**src/rtl/add_pipe_pkg.sv**
```systemverilog
// Shared constants and helpers for the pipelined adder/subtractor.
package add_pipe_pkg;

  localparam int unsigned DEFAULT_WIDTH  = 16;
  localparam int unsigned DEFAULT_STAGES = 4;

  // Returns 0 when the width does not split evenly so the top can refuse to elaborate.
  function automatic int unsigned chunk_of(int unsigned width, int unsigned stages);
    if (stages == 0 || (width % stages) != 0) return 0;
    return width / stages;
  endfunction

endpackage

```
**src/rtl/add_pipe_chunk.sv**
```systemverilog
// Combinational CHUNK-bit ripple of full-adder cells.
module add_pipe_chunk #(
  parameter int unsigned CHUNK = 4
) (
  input  logic [CHUNK-1:0] a,
  input  logic [CHUNK-1:0] b,
  input  logic             cin,
  output logic [CHUNK-1:0] sum,
  output logic             c_out,
  output logic             c_msb_in
);

  logic carry;

  always_comb begin
    sum      = '0;
    carry    = cin;
    c_msb_in = cin;
    for (int unsigned i = 0; i < CHUNK; i++) begin
      c_msb_in = carry;
      sum[i]   = a[i] ^ b[i] ^ carry;
      carry    = (a[i] & b[i]) | (carry & (a[i] ^ b[i]));
    end
    c_out = carry;
  end

endmodule

```
**src/rtl/add_pipe_n.sv**
```systemverilog
// Pipelined WIDTH-bit adder/subtractor, STAGES chunks, valid/ready with global stall.
module add_pipe_n
  import add_pipe_pkg::*;
#(
  parameter int unsigned WIDTH  = DEFAULT_WIDTH,
  parameter int unsigned STAGES = DEFAULT_STAGES
) (
  input  logic             clk,
  input  logic             rst,
  input  logic             in_valid,
  output logic             in_ready,
  input  logic [WIDTH-1:0] a,
  input  logic [WIDTH-1:0] b,
  input  logic             cin,
  input  logic             sub,
  output logic             out_valid,
  input  logic             out_ready,
  output logic [WIDTH-1:0] sum,
  output logic             c_out,
  output logic             ovf
);

  localparam int unsigned CHUNK = chunk_of(WIDTH, STAGES);

  if (CHUNK == 0) begin : g_bad_split
    $error("add_pipe_n: WIDTH must be a non-zero multiple of STAGES");
  end

  logic             advance;
  logic             xfer;
  logic [WIDTH-1:0] b_eff;
  logic             c_eff;

  assign advance  = ~out_valid | out_ready;
  assign in_ready = advance;
  assign xfer     = in_valid & advance;
  assign b_eff    = sub ? ~b : b;
  assign c_eff    = sub ? ~cin : cin;

  // Per-stage register outputs and combinational chunk results.
  logic             v_o  [STAGES];
  logic [WIDTH-1:0] a_o  [STAGES];
  logic [WIDTH-1:0] b_o  [STAGES];
  logic [WIDTH-1:0] s_o  [STAGES];
  logic             c_o  [STAGES];
  logic             v_in [STAGES];
  logic             cc_w [STAGES];
  logic             cm_w [STAGES];

  for (genvar i = 0; i < STAGES; i++) begin : g_stage
    logic [WIDTH-1:0] a_in, b_in, s_in, s_nx;
    logic             c_in;
    logic [CHUNK-1:0] cs;
    logic             v_q, c_q;
    logic [WIDTH-1:0] a_q, b_q, s_q;

    if (i == 0) begin : g_head
      assign v_in[i] = xfer;
      assign a_in    = a;
      assign b_in    = b_eff;
      assign s_in    = '0;
      assign c_in    = c_eff;
    end else begin : g_body
      assign v_in[i] = v_o[i-1];
      assign a_in    = a_o[i-1];
      assign b_in    = b_o[i-1];
      assign s_in    = s_o[i-1];
      assign c_in    = c_o[i-1];
    end

    add_pipe_chunk #(.CHUNK(CHUNK)) u_chunk (
      .a        (a_in[i*CHUNK +: CHUNK]),
      .b        (b_in[i*CHUNK +: CHUNK]),
      .cin      (c_in),
      .sum      (cs),
      .c_out    (cc_w[i]),
      .c_msb_in (cm_w[i])
    );

    always_comb begin
      s_nx                   = s_in;
      s_nx[i*CHUNK +: CHUNK] = cs;
    end

    // Data only loads behind a valid token, so outputs keep the last result across bubbles.
    always_ff @(posedge clk) begin
      if (rst) begin
        v_q <= 1'b0;
        a_q <= '0;
        b_q <= '0;
        s_q <= '0;
        c_q <= 1'b0;
      end else if (advance) begin
        v_q <= v_in[i];
        if (v_in[i]) begin
          a_q <= a_in;
          b_q <= b_in;
          s_q <= s_nx;
          c_q <= cc_w[i];
        end
      end
    end

    assign v_o[i] = v_q;
    assign a_o[i] = a_q;
    assign b_o[i] = b_q;
    assign s_o[i] = s_q;
    assign c_o[i] = c_q;
  end

  logic ovf_q;

  always_ff @(posedge clk) begin
    if (rst) begin
      ovf_q <= 1'b0;
    end else if (advance && v_in[STAGES-1]) begin
      ovf_q <= cc_w[STAGES-1] ^ cm_w[STAGES-1];
    end
  end

  assign out_valid = v_o[STAGES-1];
  assign sum       = s_o[STAGES-1];
  assign c_out     = c_o[STAGES-1];
  assign ovf       = ovf_q;

endmodule

```
**config.mk**
```make
export PLATFORM = sky130hd
export DESIGN_NAME = add_pipe_n
export DESIGN_NICKNAME = d
export VERILOG_FILES = /design/src/rtl/add_pipe_pkg.sv /design/src/rtl/add_pipe_chunk.sv /design/src/rtl/add_pipe_n.sv
export SDC_FILE = /design/constraint.sdc
export NUM_CORES = 1
export LEC_CHECK = 0
export ABC_AREA = 1
export CORE_MARGIN = 2
export CORE_UTILIZATION = 49
export DETAILED_ROUTE_END_ITERATION = 6
export GPL_TIMING_DRIVEN = 0
export PLACE_DENSITY = 0.8
export RECOVER_POWER = 50
export SYNTH_ARGS = -nofsm -noshare
export SYNTH_HDL_FRONTEND = slang
export SYNTH_SLANG_ARGS = --single-unit
```
**constraint.sdc**
```tcl
create_clock -name clk -period 2.99 [get_ports clk]
set_input_delay 0.897 -clock clk [delete_from_list [all_inputs] [get_ports clk]]
set_output_delay 0.897 -clock clk [all_outputs]
set_load 0.05 [all_outputs]
```
# Word level (Yosys, flattened, before mapping)
# Index checks and enable logic that the tools add are counted.
[word_totals]
regBits = 145
inputBits = 38
output_inout_bits = 20
wordCells = 112
[op_classes]
mux = 2
bitwise_logic = 86
n_reduce_logical = 5
[ops]
columns = ["operator", "n"]
rows = [
  ["bitwise AND 1 bit", 33],
  ["bitwise XOR 1 bit", 33],
  ["OR 1 bit", 17],
  ["two-way mux 16 bit", 1],
  ["inverter 16 bit", 1],
  ["AND reduction 2 bit", 4],
  ["inverter 1 bit", 2],
  ["logical AND 1 bit", 1],
  ["two-way mux 1 bit", 1],
]

# Logic depth before layout (Yosys ltp)
# Gate-level depths: netlist (run 1).
[depth]
ltp_word = 11
mapped_depth = 12
depth_no_buf = 11

# Modules after synthesis
# From an unflattened synthesis (run 1), not the netlist that was laid out.
[unflattened]
cells_unflattened = 533
hier_area_um2 = 4073.9
[by_module_without_submodules]
columns = ["mod", "instances", "cells_per_inst", "area_each_um2", "seq_area_each_um2"]
rows = [
  ["add_pipe_n", 1, 485, 3633.5, 1941.9],
  ["add_pipe_chunk", 4, 12, 110.1, 0.0],
]

# Least setup slack after synthesis (run 1)
# No wires, ideal clock.
[synth_path]
kind = "input-to-reg"
startpoint = "in sub"
endpoint = "reg g_stage[0].s_q[3]"
setup_ns = 0.116
arrival_ns = 2.984
required_time_ns = 2.874
path_slack_ns = -0.110
path_stages = 12
path_buffers = 2
path_cell_list = "buf_4 buf_4 xnor2_1 fa_1 inv_1 fa_1 inv_1 fa_1 inv_1 fa_1 o21ai_0 nor2_1"
[synth_between]
elab_chain_len = 9
word_cells_on_any_way = 16
cone_classes = "2 x mux; 14 x bitwise"
[synth_rtl]
columns = ["element", "line", "rtl"]
rows = [
  ["start: declaration", "add_pipe_n.sv:15", "input logic sub,"],
  ["two-way mux 16 bit", "add_pipe_n.sv:37", "assign b_eff = sub ? ~b : b;"],
  ["bitwise XOR 1 bit", "add_pipe_chunk.sv:22", "carry = (a[i] & b[i]) | (carry & (a[i] ^ b[i]));"],
  ["bitwise AND 1 bit", "add_pipe_chunk.sv:22", ""],
  ["OR 1 bit", "add_pipe_chunk.sv:22", ""],
  ["bitwise AND 1 bit", "add_pipe_chunk.sv:22", ""],
  ["OR 1 bit", "add_pipe_chunk.sv:22", ""],
  ["bitwise AND 1 bit", "add_pipe_chunk.sv:22", ""],
  ["OR 1 bit", "add_pipe_chunk.sv:22", ""],
  ["bitwise XOR 1 bit (*)", "add_pipe_chunk.sv:21", "sum[i] = a[i] ^ b[i] ^ carry;"],
  ["named net g_stage[0].cs[3]", "add_pipe_n.sv:53", "logic [CHUNK-1:0] cs;"],
  ["end signal: assignment", "add_pipe_n.sv:98", "s_q <= s_nx;"],
  ["end: declaration", "add_pipe_n.sv:55", "logic [WIDTH-1:0] a_q, b_q, s_q;"],
]
# Mark *: on every way through the listed nets, which the timed path passes. The rest lies on a longest branch.
# A chain may end at the register's enable or synchronous reset.

# Final worst setup path (run 1)
[layout_path]
startpoint = "in out_ready"
endpoint = "out in_ready"
[layout_between]
elab_chain_len = 1
[layout_rtl]
columns = ["element", "line", "rtl"]
rows = [
  ["start: declaration", "add_pipe_n.sv:17", "input logic out_ready,"],
  ["OR 1 bit", "add_pipe_n.sv:34", "assign advance = ~out_valid | out_ready;"],
  ["end: declaration", "add_pipe_n.sv:11", "output logic in_ready,"],
]
# Every way passes these cells.

==> summary.txt, run 1 <==
Worst setup path
  – Worst-path fanout max: 7
  – Crit. End Element: primary output
  – Kind of critical path: primary input to primary output
  – Nature of the critical path startpoint: primary input
  – CP required: 2090 ps
  – Worst Path Arrival: between 2000 and 2500 ps

Clock tree
  – Htree depth: 3
  – Latest clock arrival within the worst-skew pair: between 300 and 400 ps
  – Clk root buf: clkbuf_8
  – Clock Pin Slew Worst Setup and Hold Paths: roughly 80 ps
  – Hold bufs inserted after CTS: 0
  – Clock buffer depth: 2
  – Clock Sinks: 97
  – CTS tree: done
  – CTS buffer count: 9
  – Post-CTS Setup Inserts: 0

Min path
  – Worst Hold Class: flop to flop

STA
  – Post-route clock skew: between 8 and 9 ps
  – Setup Total Neg Slack: 0 ps
  – Clock period minus worst slack: 2949 ps
  – Unrepaired setup endpoints after global routing: no
  – Slew @ Worst Pin: 558.8 ps
  – Slew Limit Fails: 0
  – Relative slew slack: a little over three fifths
  – Fin crit share: 98.62%
  – Final Setup Violations: 0
  – Minimum hold slack: between 400 and 500 ps
  – Maximum clock frequency: ~340 MHz
  – Final hold vios: 0

Floorplan
  – Die Wd: between 90 and 100 microns
  – Num ports: 58
  – DIE AREA: roughly 9100 sq um
  – Initial Util: around 50%
  – Height of the die: roughly 96 microns
  – CORE AREA: about 8200 sq um
  – Rows: 33

Yosys
  – Synth Net Count: about 600
  – Syn Area/Cell: roughly 7.5 sq um
  – Post-synth cell types: 20
  – FF+latch count, synth: 97
  – Area leader, netlist: dfxtp_1
  – Seq/Total Area, Yosys: between 40% and 50%
  – Cell count after synthesis: ~540
  – Synth warn: 0
  – Mapped Area: about 4100 sq um
  – Top-area cell type share of the netlist area: a little under half
  – Synth area leaders: dfxtp_1, nor2_1, o21ai_0

Power
  – Total Power: 2.710 mW
  – NetSw: 686.4 uW
  – Internal: around 2.0 mW
  – Switching Share: roughly a quarter
  – Clock share of power: between 30 and 40%
  – Pwr dens: 541.7 nW/um^2
  – VDD IR max: between 0.3 and 0.4 mV
  – Logic gate share of total power: 14.7%
  – Sequential power share: 52.3%
  – Leak pwr: around 2.2 nW

Finish
  – Antenna Cells: 0
  – P&R area growth vs syn: 21.89%
  – Layout cells sized above 1: 6.362%
  – NumNets Final: about 670
  – Post-route cell area: between 5000 and 6000 sq um

Status
  – Status: complete, no violations

Route
  – Antenna viol nets, final: 0
  – Number of remaining DRC errors: 0
  – Initial drt markers: a little under 90
  – Drt pass-1 iters: 4
  – Drt wl/cell: about 11 microns
  – Via count: approximately 3,300
  – Routed vias/inst: ~4.7
  – Drt total wl: a little over 8000 microns

Placement
  – Port bufs: 56
  – GP Congestion: between 0.7 and 0.8
  – Cell Area, Placed: 4813 sq um
  – Post-DP HPWL: approximately 6300 microns

Global route
  – Total track usage: 19.15%
  – Total grt overflow: 0
  – Number of global-route vias before repair: around 3,100
  – Largest net degree at the start of global routing: 15
  – First-pass GRT wire length: ~13,000 microns
  – Initial antenna violation count: 0

Run
  – Max_cap viols: 0
-- metrics by stage --
stage	setup slack [ps]	util (%)	instances
5_1_grt	7.759	61.19	718
6_report	41.31	61.19	718
3_3_place_gp	-278.9	58.88	705
4_1_cts	9.063	61.37	718
2_1_floorplan	8.103	-	544
3_5_place_dp	-311.9	58.88	705
-- Yosys cell counts, drive strengths merged --
library cell / count
a21oi: 6
buf: 25
clkbuf: 4
clkinv: 1
dfxtp: 97
fa: 16
inv: 55
nand2: 70
nor2: 185
o21ai: 78
xnor2: 3
xor2: 4
-- timing repair --
item | CTS | global route
gates resized for setup | 1 | 3
pin swaps | 0 | 2
endpoints found under the setup margin | 1 | 2
-- path summary, 6_finish.rpt --
| check | cells past startpoint | slack (ps) | endpoint | start |
|---|---|---|---|---|
| worst min-delay path | 2 | 480 | g_stage[1].v_q | g_stage[1].v_q |
| worst max register to register | 10 | 780 | g_stage[1].s_q[7] | g_stage[0].c_q |
| worst max-delay path | 4 | 40 | in_ready | out_ready |
| worst min register to register | 2 | 480 | g_stage[1].v_q | g_stage[1].v_q |
-- state kept, by name, summed over array words and instances, names as in the netlist --
name	flops
g_stage.v_q	3
sum	16
c_out	1
g_stage.s_q	24
ovf	1
g_stage.b_q	24
g_stage.a_q	24
g_stage.c_q	3
out_valid	1
-- per-layer routing --
metal	wire [microns]	global-route usage, %	vias to the layer above
met5	0	0	-
met4	178	6.667	0
met3	272	4.032	15
met2	3899	34.10	72
met1	3749	22.84	1484
li1	-	-	1773
-- worst max-delay path: stages --
cell             delay (ps)
clkdlybuf4s50_1         470
inv_2                    50
nand2_4                 110
clkdlybuf4s15_1         510
-- placed cells by master (no fill, tap or decap), types with 2 or more instances in the layout --
| master | count |
|---|---|
| nor2_1 | 185 |
| dfxtp_1 | 97 |
| o21ai_0 | 75 |
| nand2_1 | 66 |
| clkdlybuf4s50_1 | 54 |
| inv_1 | 50 |
| clkbuf_1 | 15 |
| fa_1 | 15 |
| clkbuf_8 | 10 |
| buf_4 | 7 |
| inv_2 | 5 |
| a21oi_1 | 5 |
| xor2_1 | 4 |
| buf_2 | 4 |
| o21ai_1 | 3 |
| xnor2_1 | 2 |
| nand2_4 | 2 |
| nand2_2 | 2 |
| bufinv_16 | 2 |
-- cells by family after synthesis --
group | Yosys count | share of synthesized area (%)
xor+xnor | 7 | 1.494
flops | 97 | 47.32
compound gates | 84 | 10.34
fa+ha+maj | 16 | 7.805
buf+inv | 85 | 9.238
simple gates | 255 | 23.81
-- final cells by class --
cell class                      count  area, sq um
Clock buffer                       10        137.6
Buffer                             29        160.2
Fill cell                         752         3173
Sequential cell                    97         1942
Tap cell                          105        131.4
Multi-Input combinational cell    362         1793
Clock inverter                      3        67.56
Inverter                           56        210.2
Timing Repair Buffer               56        560.5
-- power groups by stage --
stage	Sequential (mW)	Clock (mW)	Combinational (mW)
3_5_place_dp	1.45	0	0.400
4_1_cts	1.42	0.909	0.401
2_1_floorplan	1.47	0	0.236
3_3_place_gp	1.44	0	0.388
6_report	1.42	0.896	0.398
5_1_grt	1.43	0.968	0.449
No activity file was read; power rests on OpenSTA's default activity.
==> run 2, diff against run 1 <==
--- a/config.mk
+++ b/config.mk
@@ -7,10 +7,10 @@
 export LEC_CHECK = 0
 export ABC_AREA = 1
 export CORE_MARGIN = 2
-export CORE_UTILIZATION = 49
+export CORE_UTILIZATION = 54
 export DETAILED_ROUTE_END_ITERATION = 6
 export GPL_TIMING_DRIVEN = 0
-export PLACE_DENSITY = 0.8
+export PLACE_DENSITY = 0.83
 export RECOVER_POWER = 50
 export SYNTH_ARGS = -nofsm -noshare
 export SYNTH_HDL_FRONTEND = slang
==> constraint.sdc (replaced) <==
create_clock -name clk -period 3.2 [get_ports clk]
set_input_delay 0.96 -clock clk [delete_from_list [all_inputs] [get_ports clk]]
set_output_delay 0.96 -clock clk [all_outputs]
set_load 0.05 [all_outputs]
==> summary.txt, run 2 (same netlist as run 1, synthesis figures left out) <==
Status
  – Status: complete, no violations

STA
  – Maximum clock frequency: about 320 MHz
  – Post-route clock skew: 11.15 ps (+2.225 ps)
  – Final hold vios: 0 (unchanged)
  – Final Setup Violations: 0 (unchanged)
  – Slew Limit Fails: 0 (unchanged)
  – Setup ws final: 107.6 ps (+66.27 ps)
  – Unrepaired setup endpoints after global routing: no
  – Fin crit share: a little under 100%
  – Clock period minus worst slack: 3092 ps
  – Minimum hold slack: 478.3 ps (+2.322 ps)
  – Slew @ Worst Pin: 555.6 ps (-3.219 ps)
  – Relative slew slack: 62.96% (+0.21 points)

Clock tree
  – Clock buffer depth: 2 (unchanged)
  – Latest clock arrival within the worst-skew pair: 370 ps (about the same)
  – Post-CTS Setup Inserts: 0 (unchanged)
  – Clock Pin Slew Worst Setup and Hold Paths: 80 ps (about the same)
  – CTS tree: done
  – Clk root buf: clkbuf_8
  – Htree depth: 3 (unchanged)
  – Clock Sinks: 97 (unchanged)
  – CTS buffer count: 9 (unchanged)

Power
  – Pwr dens: 485.6 nW/um^2 (-10%)
  – Logic gate share of total power: 15.2% (+0.5 points)
  – Clock share of power: 29.6% (-3.5 points)
  – VDD IR max: 0.2592 mV (-16%)
  – Leak pwr: 2.187 nW (-1.0%)
  – Total Power: 2.395 mW (-12%)
  – Switching Share: 28.14% (+2.8 points)
  – Internal: 1.721 mW (-15%)
  – Sequential power share: 55.2% (+2.9 points)
  – NetSw: 673.9 uW (-1.8%)

Placement
  – Port bufs: 56 (unchanged)
  – GP Congestion: 0.7987 (+0.97%)
  – Dpl ws: -269.1 ps (+42.76 ps)
  – Post-DP HPWL: 6336 microns (+1.3%)
  – Placed insts: 699 (-0.85%)

Worst setup path
  – Worst Path Arrival: 2130 ps (+80 ps)
  – Reg2Reg Capture Point: g_stage[1].s_q[7]
  – Crit. End Element: primary output
  – CP required: 2240 ps (+150 ps)
  – Kind of critical path: primary input to primary output
  – R2R Path Start: g_stage[0].c_q
  – Reg2Reg Setup Slack: 970 ps (+190 ps)
  – Nature of the critical path startpoint: primary input
  – Number of cells on the worst reg-to-reg path: 10 (unchanged)
  – Worst-path fanout max: 7 (unchanged)

Global route
  – First-pass GRT wire length: 14,050 microns (+4.1%)
  – Total grt overflow: 0 (unchanged)
  – Number of global-route vias before repair: 3,243 (+5.8%)
  – Total track usage: 21.27% (+2.1 points)
  – Initial antenna violation count: 0 (unchanged)
  – Largest net degree at the start of global routing: 17 (+2)

Finish
  – Layout cells sized above 1: 5.844% (-0.52 points)
  – P&R area growth vs syn: 20.18%
  – Commonest non-fill, non-tap cells in the layout: nor2_1, dfxtp_1, o21ai_0
  – Biggest regs: g_stage.a_q: 24 flops, g_stage.b_q: 24 flops, g_stage.s_q: 24 flops
  – Fill count: 670 (-11%)
  – Core Util, Final: 67.64% (+6.5 points)
  – Cell Count, Final, Fillers Out: 715 (-0.42%)
  – NumNets Final: 665 (unchanged)
  – Antenna Cells: 0 (unchanged)
  – Commonest non-fill, non-tap cell in the layout: nor2_1

Floorplan
  – CORE AREA: 7292 sq um (-11%)
  – DIE AREA: 8313 sq um (-8.9%)
  – Initial Util: 56.28% (+6.1 points)
  – Rows: 31 (-6.1%)
  – Num ports: 58 (unchanged)
  – Die Wd: 91.18 microns (-4.5%)
  – Height of the die: 91.18 microns (-4.5%)

Route
  – Initial drt markers: 133 (+51%)
  – Drt total wl: 8060 microns (-0.49%)
  – Drt pass-1 iters: 4 (unchanged)
  – Antenna viol nets, final: 0 (unchanged)
  – Drt wl/cell: 11.27 microns (about the same)
  – Number of remaining DRC errors: 0 (unchanged)
  – Routed vias/inst: 4.673 (+0.33%)
  – Via count: 3,341 (-0.090%)

Run
  – Max_cap viols: 0 (unchanged)

Min path
  – Worst Hold End: g_stage[0].v_q
  – Worst Hold Class: flop to flop
  – Hold Startpoint: g_stage[0].v_q
  – Worst Hold Depth: 2 (unchanged)
-- run 2: worst max path at each step --
stage	end	startpoint	cells past startpoint	slack (ps)
2_1_floorplan	g_stage[0].s_q[3]	sub	12	40
3_3_place_gp	g_stage[0].s_q[3]	b[0]	11	-210
3_5_place_dp	g_stage[0].s_q[3]	b[0]	11	-270
4_1_cts	in_ready	out_ready	4	90
5_1_grt	g_stage[0].s_q[3]	b[0]	11	2
6_report	in_ready	out_ready	4	110
-- run 2: power groups by stage --
stage / clock [mW] / combinational (mW) / sequential (mW)
floorplan: 0 / 0.217 / 1.37
global placement: 0 / 0.357 / 1.35
detailed placement: 0 / 0.369 / 1.35
CTS: 0.716 / 0.370 / 1.32
global route: 0.777 / 0.417 / 1.33
finish: 0.709 / 0.363 / 1.32
-- run 2: final cells by class --
cell class              count  area, sq um  area share (%)
repair buffers             56        559.3           11.34
plain buffers              29        151.4           3.070
clock inverters             6        42.54          0.8625
inverters                  56        210.2           4.262
well taps                  99        123.9           2.511
clock buffers              10        127.6           2.588
flip-flops and latches     97         1942           39.37
multi-input cells         362         1775           36.00
-- run 2: worst max-delay path, stage by stage --
cell             delay [ps]
clkdlybuf4s50_1         480
inv_2                    60
nand2_4                 100
dlygate4sd2_1           540
-- run 2: metrics by stage --
step	setup TNS [ps]	area [sq um]
3_3_place_gp	-380.8	4788
5_1_grt	0	4932
2_1_floorplan	0	4104
4_1_cts	0	4957
6_report	0	4932
3_5_place_dp	-453.0	4788
-- run 2: timing repair --
action | CTS | global route
cloned | 0 | 0
endpoints found under the setup margin | 1 | 1
gates resized for setup | 1 | 1
hold endpoints to repair | 0 | 0
hold buffers | 0 | 0
pin swaps | 0 | 0
-- run 2: layer usage --
metal / GRT usage [%] / share of wire (%) / up-vias
met2: 37.84 / 49 / 74
li1: - / - / 1780
met1: 24.88 / 44 / 1472
met5: 0 / 0 / -
met3: 3.237 / 4.5 / 15
met4: 10.48 / 2.3 / 0
